## src/rtl/m_ram8_pkg.sv

```systemverilog
`default_nettype none
// ============================================================================
// Module      : m_ram8_pkg
// Description : Shared CPU constants and helpers for the 8-word register file.
// Revision    : 1.0 - initial release
// ============================================================================
package m_ram8_pkg;

    localparam int c_WIDTH = 16;
    localparam int c_DEPTH = 8;
    localparam int c_AW    = 3;

    localparam logic [7:0] c_CNT_MAX = 8'hFF;

    // Counter increment that sticks at the maximum instead of wrapping.
    function automatic logic [7:0] sat_inc(input logic [7:0] value);
        return (value == c_CNT_MAX) ? value : value + 8'd1;
    endfunction

endpackage
`default_nettype wire

```

## src/rtl/m_dmux8way.sv

```systemverilog
`default_nettype none
// ============================================================================
// Module      : m_dmux8way
// Description : 1-to-8 demultiplexer; routes i_in to the selected output only.
// Revision    : 1.0 - initial release
// ============================================================================
module m_dmux8way
    import m_ram8_pkg::*;
#(
    parameter int AW = c_AW
) (
    input  logic          i_in,
    input  logic [AW-1:0] i_sel,
    output logic [7:0]    o_out
);

    always_comb begin
        o_out        = '0;
        o_out[i_sel] = i_in;
    end

endmodule
`default_nettype wire

```

## src/rtl/m_mux8way16.sv

```systemverilog
`default_nettype none
// ============================================================================
// Module      : m_mux8way16
// Description : Combinational 8:1 word multiplexer.
// Revision    : 1.0 - initial release
// ============================================================================
module m_mux8way16
    import m_ram8_pkg::*;
#(
    parameter int WIDTH = c_WIDTH,
    parameter int AW    = c_AW
) (
    input  logic [7:0][WIDTH-1:0] i_data,
    input  logic [AW-1:0]         i_sel,
    output logic [WIDTH-1:0]      o_out
);

    assign o_out = i_data[i_sel];

endmodule
`default_nettype wire

```

## src/rtl/m_register16.sv

```systemverilog
`default_nettype none
// ============================================================================
// Module      : m_register16
// Description : Load-enabled data register with asynchronous active-high reset.
// Revision    : 1.0 - initial release
// ============================================================================
module m_register16
    import m_ram8_pkg::*;
#(
    parameter int WIDTH = c_WIDTH
) (
    input  logic             i_clk,
    input  logic             i_rst,
    input  logic [WIDTH-1:0] i_in,
    input  logic             i_load,
    output logic [WIDTH-1:0] o_out
);

    logic [WIDTH-1:0] r_data;

    always_ff @(posedge i_clk or posedge i_rst) begin
        if (i_rst) begin
            r_data <= '0;
        end else if (i_load) begin
            r_data <= i_in;
        end
    end

    assign o_out = r_data;

endmodule
`default_nettype wire

```

## src/rtl/m_ram8.sv

```systemverilog
`default_nettype none
// ============================================================================
// Module      : m_ram8
// Description : 8-word register file with zero-latency read, write-busy flag
//               and saturating write counter.
// Revision    : 1.0 - initial release
// ============================================================================
module m_ram8
    import m_ram8_pkg::*;
#(
    parameter int WIDTH = c_WIDTH,
    parameter int DEPTH = c_DEPTH,
    parameter int AW    = c_AW
) (
    input  logic             i_clk,
    input  logic             i_rst,
    input  logic [WIDTH-1:0] i_in,
    input  logic             i_load,
    input  logic [AW-1:0]    i_addr,
    output logic [WIDTH-1:0] o_out,
    output logic             o_busy,
    output logic [7:0]       o_wr_cnt
);

    logic [DEPTH-1:0]            w_load_sel;
    logic [DEPTH-1:0][WIDTH-1:0] w_words;
    logic                        r_busy;
    logic [7:0]                  r_wr_cnt;

    m_dmux8way #(
        .AW    (AW)
    ) u_dmux (
        .i_in  (i_load),
        .i_sel (i_addr),
        .o_out (w_load_sel)
    );

    for (genvar g = 0; g < DEPTH; g++) begin : g_regs
        m_register16 #(
            .WIDTH  (WIDTH)
        ) u_reg (
            .i_clk  (i_clk),
            .i_rst  (i_rst),
            .i_in   (i_in),
            .i_load (w_load_sel[g]),
            .o_out  (w_words[g])
        );
    end

    // Read is unregistered, so a same-cycle write is only visible after the edge.
    m_mux8way16 #(
        .WIDTH  (WIDTH),
        .AW     (AW)
    ) u_mux (
        .i_data (w_words),
        .i_sel  (i_addr),
        .o_out  (o_out)
    );

    always_ff @(posedge i_clk or posedge i_rst) begin
        if (i_rst) begin
            r_busy   <= 1'b0;
            r_wr_cnt <= 8'd0;
        end else begin
            r_busy <= i_load;
            if (i_load) begin
                r_wr_cnt <= sat_inc(r_wr_cnt);
            end
        end
    end

    assign o_busy   = r_busy;
    assign o_wr_cnt = r_wr_cnt;

endmodule
`default_nettype wire

```

## config.mk

```make
export PLATFORM = sky130hd
export DESIGN_NAME = m_ram8
export DESIGN_NICKNAME = d
export VERILOG_FILES = /design/src/rtl/m_ram8_pkg.sv /design/src/rtl/m_dmux8way.sv /design/src/rtl/m_mux8way16.sv /design/src/rtl/m_register16.sv /design/src/rtl/m_ram8.sv
export SDC_FILE = /design/constraint.sdc
export NUM_CORES = 1
export LEC_CHECK = 0
export BUFFER_PORTS_ARGS = -buffer_cell sky130_fd_sc_hd__buf_2
export CAP_MARGIN = 40
export CORE_MARGIN = 3
export CORE_UTILIZATION = 55
export CTS_BUF_LIST = sky130_fd_sc_hd__clkbuf_2 sky130_fd_sc_hd__clkbuf_4 sky130_fd_sc_hd__clkbuf_8
export DETAILED_ROUTE_END_ITERATION = 6
export GPL_TIMING_DRIVEN = 0
export PLACE_DENSITY = 0.82
export SYNTH_ARGS = -nofsm -noshare
export SYNTH_HDL_FRONTEND = slang
export SYNTH_SLANG_ARGS = --single-unit
```

## constraint.sdc

```tcl
create_clock -name i_clk -period 7.48 [get_ports i_clk]
set_input_delay 1.122 -clock i_clk [delete_from_list [all_inputs] [get_ports i_clk]]
set_output_delay 1.122 -clock i_clk [all_outputs]
set_load 0.02 [all_outputs]
```

==> results of run 1 <==
## cell usage in the layout, fill, tap and decap left out, drive strengths merged, types with 7 or more instances in the layout
cell / instances
clkbuf: 21
mux2: 147
buf: 64
dfrtp: 137
mux4: 32
bufinv: 7
## stage by stage
stage	utilization [%]	worst slack (ns)
4_1_cts	65.8	3.64
6_report	65.8	3.64
2_1_floorplan	-	2.69
3_3_place_gp	60.8	1.45
5_1_grt	65.8	3.59
3_5_place_dp	61.1	3.64
## logic make-up (layout without fill, tap and decap cells)
logic type / Yosys count / after routing / synth area share (%)
muxes: 179 / 179 / 38.0
DFF: 137 / 137 / 54.0
and+or+nand+nor: 24 / 24 / 3.79
buffers and inverters: 23 / 100 / 2.98
AOI/OAI and AO/OA: 7 / 7 / 0.690
xor gates and xnor gates: 2 / 2 / 0.276
adders and majority gates: 1 / 1 / 0.197
## metal layers
metal / track usage [%] / share of wire (%)
met4: 7.45 / 1.4
met2: 35.1 / 51
met3: 5.09 / 3.6
met5: 0 / 0
met1: 29.7 / 44
## area by class of cell
| class | instances | area, sq um | share of cell area (%) |
|---|---|---|---|
| timing repair buffer | 45 | 248 | 3.40 |
| multi-input combinational | 213 | 2730 | 37.4 |
| clock buffer | 20 | 275 | 3.78 |
| buffer | 20 | 178 | 2.44 |
| tap | 140 | 175 | 2.40 |
| clock inverter | 12 | 243 | 3.33 |
| inverter | 3 | 16.3 | 0.223 |
| sequential | 137 | 3430 | 47.0 |
## power breakdown
| group | leakage, nW | internal, mW | total, mW | switching [mW] |
|---|---|---|---|---|
| Combinational | 1.30 | 0.270 | 0.480 | 0.210 |
| Clock | 0.251 | 0.490 | 0.771 | 0.281 |
| Sequential | 1.64 | 0.914 | 1.02 | 0.103 |
| Total | 3.19 | 1.67 | 2.27 | 0.595 |
## sequential cells by signal (all words and copies together), names as in the netlist
name,count
g_regs.u_reg.o_out,128
o_wr_cnt,8
o_busy,1
## worst paths after layout
check                                            to                      from  slack [ns]
setup / recovery                           o_out[6]                 i_addr[2]        3.64
hold / removal             g_regs[0].u_reg.o_out[5]  g_regs[0].u_reg.o_out[5]        0.50
setup reg to reg                        o_wr_cnt[1]               o_wr_cnt[0]        5.91
hold reg to reg            g_regs[0].u_reg.o_out[5]  g_regs[0].u_reg.o_out[5]        0.50
max in group asynchronous  g_regs[0].u_reg.o_out[0]                     i_rst        5.99
min in group asynchronous               o_wr_cnt[4]                     i_rst        0.74
==> impl_results.md, run 1 <==
- Die span in x: approximately 110 um
- Number of nets in the layout: between 400 and 500
- Final wirelength: 12.9 mm
- Syn Nets: 396
- Critical Path AT: 2.72 ns
- Synth-to-Final Area Change: 14.9%
- Detail Route Antenna Nets: 0
- Max-Cap Viols: 0
- DIE AREA: 12,900 sq um
- Worst-Margin Slew: between 0.5 and 0.6 ns
- Most frequent cell after synthesis: mux2_2
- Tcrit/Tclk final: 51.3%
- Avg Inst Size Synth: approximately 17 sq um
- Cell depth of the worst setup path: 6
- Hold buffers post-CTS: 0
- Ant. Diodes: 0
- Vias in the first global route: 3,879
- WHS: 0.498 ns
- Synth cell count leaders: 146 x mux2_2, 137 x dfrtp_1, 22 x mux4_2, 10 x mux4_1, 7 x buf_6
- Residual DRC count: 0
- Gr usage total: 21.8%
- Gp weighted congestion: 0.756
- TritonCTS Buffers: 17
- Slowest stage delay, CP: 0.37 ns
- H-tree depth: 4
- Placed Area: ~6800 sq um
- Initial antenna violation count: 0
- Cell taking the most area after synthesis: dfrtp_1
- Final hold vios: 0
- Core Region: 11,100 sq um
- Main synth FF type: dfrtp_1
- VDD IR-drop max: 0.202 mV
- Fmax: 0.260 GHz
- Vias per cell: approximately 6
- Layout cells sized above 1: about three fifths
- Synth top area cells: dfrtp_1 54%, mux2_2 26%, mux4_2 7.8%
- Non-Filler Instances: 590
- Critical path buffers and inverters: 4
- Post-synth EDFFs: 0
- Half-perimeter wire length after placement: 7.95 mm
- Clk_skew: 0.00506 ns
- Leak pwr: 3.19 nW
- Power per cell area: roughly 310 nW/um^2
- R2R cell count: 4
- I/O Pins: 47
- CTS Root Cell: clkbuf_8
- DRT Pass-1 Iters: 4
- Ys async rst share: 100%
- Starting Density: 57.3%
- First-pass GRT wire length: about 21 mm
- Number of setup buffers added after CTS: 0
- WHS Path Cells: 1
- Worst Setup Start Kind: primary input
- #FFs+latches synth: 137
- Clock Latency Late Sink: 0.44 ns
- Grt total ovfl: 0
- Via count: about 3,500
- Crit-path cells: buf_2 -> buf_2 -> buf_2 -> mux4_2 -> mux2_2 -> buf_2
- Port Buffers: 44
- Area of all placed cells without fillers: 7290 sq um
- Clk sinks: 137
- Worst EP required: around 6.4 ns
- Post-cts resize count: 0
- Wirelength per Cell: 21.8 um
- Most frequent CP cell: buf_2
- Setup tns final: 0 ns
- Unrepaired setup endpoints after global routing: false
- Min Clock Period, post-route: between 3 and 4 ns
- Die span in y: 113 um
- DRT iter0 DRCs: 255
- Largest net degree at the start of global routing: slightly below 80
- Slew Limit Fails: 0
- Setup-failing EPs final: 0
- Slew headroom: 62.8%
- Mapped Area: 6340 sq um
- Synth Instances: 373
- Clock Path Buffers: 2
- Hold Crit Class: reg2reg
- Seq/Total Area, Yosys: 54.0%
- FP Rows: 38
- Crit path max fanout: 10
- Max stage delay cell, worst path: buf_2
- Endpoint class of the critical path: primary output
- Worst-path clk slew: 0.07 ns
- Total Power: 2.27 mW
- Fillers: 781
- Synth top area share: 54.0%
- Synth warn: 0
- Outcome: finished clean
- Placed instance count: roughly 560
- WS Path Type: in2out
- Count of different cell masters after synthesis: 32
- Delay-heaviest family, CP: buffers and inverters
- CTS tree: built
No activity file was read; power rests on OpenSTA's default activity.
==> run 2, diff against run 1 <==
--- a/config.mk
+++ b/config.mk
@@ -12,7 +12,7 @@
 export CTS_BUF_LIST = sky130_fd_sc_hd__clkbuf_2 sky130_fd_sc_hd__clkbuf_4 sky130_fd_sc_hd__clkbuf_8
 export DETAILED_ROUTE_END_ITERATION = 6
 export GPL_TIMING_DRIVEN = 0
-export PLACE_DENSITY = 0.82
+export PLACE_DENSITY = 0.85
 export SYNTH_ARGS = -nofsm -noshare
 export SYNTH_HDL_FRONTEND = slang
 export SYNTH_SLANG_ARGS = --single-unit
==> constraint.sdc (replaced) <==
create_clock -name i_clk -period 3.21 [get_ports i_clk]
set_input_delay 0.4815 -clock i_clk [delete_from_list [all_inputs] [get_ports i_clk]]
set_output_delay 0.4815 -clock i_clk [all_outputs]
set_load 0.02 [all_outputs]
==> run 2 against run 1 <==
Effect of this change: register-to-register slack worse by 4.3 ns; clock skew about the same; hold slack worse by 0.27 ns; largest power group unchanged; clock power up 62%; critical endpoint is now o_out[5].
==> impl_results.md, run 2 (synthesis gave the netlist of run 1 again) <==
- Outcome: finished clean (unchanged)
- Max stage delay cell, worst path: buf_2 (unchanged)
- CTS tree: built (unchanged)
- DRT iter0 DRCs: 149 (was 255)
- Synth-to-Final Area Change: 13.3% (was 14.9%)
- Port Buffers: 44 (unchanged)
- Vias in the first global route: 3,892 (was 3,879)
- Final hold vios: 0 (unchanged)
- Critical Path AT: 2.08 ns (was 2.72 ns)
- Clk sinks: 137 (unchanged)
- Hold Crit Class: in2reg (was reg2reg)
- Clk_skew: 0.00481 ns (was 0.00506 ns)
- Pre-CTS setup slack: 0.637 ns (was 3.64 ns)
- Gr usage total: 21.9% (was 21.8%)
- Die span in x: 113 um (unchanged)
- R2R Setup Slk: 1.63 ns (was 5.91 ns)
- Smallest setup slack after layout: 0.650 ns (was 3.64 ns)
- Delay-heaviest family, CP: buffers and inverters (unchanged)
- Largest net degree at the start of global routing: 41 (was 78)
- Commonest non-fill, non-tap cell in the layout: mux2_2 (unchanged)
- R2r startpoint: o_wr_cnt[0] (unchanged)
- DIE AREA: 12,900 sq um (unchanged)
- Half-perimeter wire length after placement: 8.40 mm (was 7.95 mm)
- HP Start: i_load (was g_regs[0].u_reg.o_out[5])
- Slew Limit Fails: 0 (unchanged)
- WHS: 0.225 ns (was 0.498 ns)
- Worst Setup Start Kind: primary input (unchanged)
- Via count: 3,563 (was 3,538)
- R2R cell count: 4 (unchanged)
- Gp weighted congestion: 0.812 (was 0.756)
- Clock Path Buffers: 2 (unchanged)
- I/O Pins: 47 (unchanged)
- Crit path max fanout: 10 (unchanged)
- Origin of the worst setup path: i_addr[2] (unchanged)
- Reg2reg end: o_wr_cnt[1] (unchanged)
- Most frequent cells in the layout: 146 x mux2_2, 137 x dfrtp_1, 49 x buf_2 (unchanged)
- Starting Density: 57.3% (unchanged)
- Slew headroom: 62.6% (was 62.8%)
- Initial antenna violation count: 0 (unchanged)
- Vias per cell: 6.01 (was 6.00)
- Max-Cap Viols: 0 (unchanged)
- Min Clock Period, post-route: 2.56 ns
- Wirelength per Cell: 21.3 um (was 21.8 um)
- Total Power: 4.74 mW (was 2.27 mW)
- Die span in y: 113 um (unchanged)
- Critical path buffers and inverters: 4 (unchanged)
- VDD IR-drop max: 0.473 mV (was 0.202 mV)
- Placed Area: 6820 sq um (was 6770 sq um)
- Number of nets in the layout: 464 (was 460)
- Tcrit/Tclk final: approximately 80%
- Detail Route Antenna Nets: 0 (unchanged)
- Max reg flops: 128 (unchanged)
- Crit-path cells: buf_2 -> buf_2 -> buf_2 -> mux4_1 -> mux2_2 -> buf_2 (was buf_2 -> buf_2 -> buf_2 -> mux4_2 -> mux2_2 -> buf_2)
- Setup-failing EPs final: 0 (unchanged)
- Leak pwr: 3.15 nW (was 3.19 nW)
- Ant. Diodes: 0 (unchanged)
- FP Rows: 38 (unchanged)
- Layout cells sized above 1: 61.1% (about the same)
- TritonCTS Buffers: 17 (unchanged)
- Endpoint class of the critical path: primary output (unchanged)
- WS Path Type: in2out (unchanged)
- DRT Pass-1 Iters: 4 (unchanged)
- Final Util: 64.9% (was 65.8%)
- Non-Filler Instances: 593 (was 590)
- H-tree depth: 4 (unchanged)
- Worst-Margin Slew: 0.561 ns (was 0.558 ns)
- Fmax: 0.391 GHz
- Clock Latency Late Sink: 0.44 ns (about the same)
- Core Region: 11,100 sq um (unchanged)
- Power per cell area: 660 nW/um^2 (was 311 nW/um^2)
- Area of all placed cells without fillers: 7190 sq um (was 7290 sq um)
- Worst EP required: 2.73 ns (was 6.36 ns)
- Setup tns final: 0 ns (unchanged)
- Placed instance count: 561 (was 558)
- Most frequent CP cell: buf_2 (unchanged)
- First-pass GRT wire length: 20.9 mm (was 21.1 mm)
- Unrepaired setup endpoints after global routing: false (unchanged)
- Worst-path clk slew: 0.07 ns (about the same)
- WHS Path Cells: 1 (unchanged)
- Hold endpoint: o_busy (was g_regs[0].u_reg.o_out[5])
- Fillers: 765 (was 781)
- Final wirelength: 12.6 mm (was 12.9 mm)
- Residual DRC count: 0 (unchanged)
- CTS Root Cell: clkbuf_8 (unchanged)
- Slowest stage delay, CP: 0.37 ns (about the same)
- Grt total ovfl: 0 (unchanged)
[run 2: changes by cell type in the layout (fill, tap and decap cells not counted)]
| cell | before | now |
|---|---|---|
| clkbuf_4 | 0 | 1 |
| inv_6 | 1 | 0 |
| buf_12 | 0 | 4 |
| buf_16 | 1 | 0 |
| clkinv_2 | 2 | 6 |
| bufinv_16 | 7 | 0 |
| clkbuf_8 | 21 | 23 |
| dlygate4sd3_1 | 0 | 1 |
[run 2: power breakdown]
group / internal, mW / leakage [nW] / switching, mW
Sequential: 2.13 / 1.64 / 0.228
Clock: 0.632 / 0.187 / 0.622
Combinational: 0.635 / 1.32 / 0.495
Total: 3.40 / 3.15 / 1.35
[run 2: layer usage]
layer | routed length (um) | global-route usage, %
met3 | 398 | 5.46
met4 | 241 | 7.77
met2 | 6520 | 36.4
met5 | 0 | 0
met1 | 5470 | 28.2
[run 2: layout make-up]
cell class                 count  area (sq um)  share of cell area (%)
sequential                   137          3430                    47.7
multi-input combinational    213          2730                    37.9
clock buffer                  23           310                    4.32
timing repair buffer          49           310                    4.32
buffer                        20           178                    2.47
tap                          140           175                    2.44
clock inverter                 8          45.0                   0.627
inverter                       3          15.0                   0.209
[run 2: worst max-delay path by stage]
stage,endpoint,slack (ns),depth (start not counted)
finish,o_out[5],0.65,6
global route,o_out[5],0.59,6
CTS,o_out[5],0.64,6
detailed placement,o_out[5],0.64,6
global placement,g_regs[0].u_reg.o_out[5],0.32,2
floorplan,g_regs[0].u_reg.o_out[0],1.02,1
[run 2: repair_timing]
item	4_1_cts	5_1_grt
hold buffers	1	0
endpoints found under the setup margin	0	0
resized for setup	0	0
hold endpoints to repair	9	0
buffers inserted	0	0
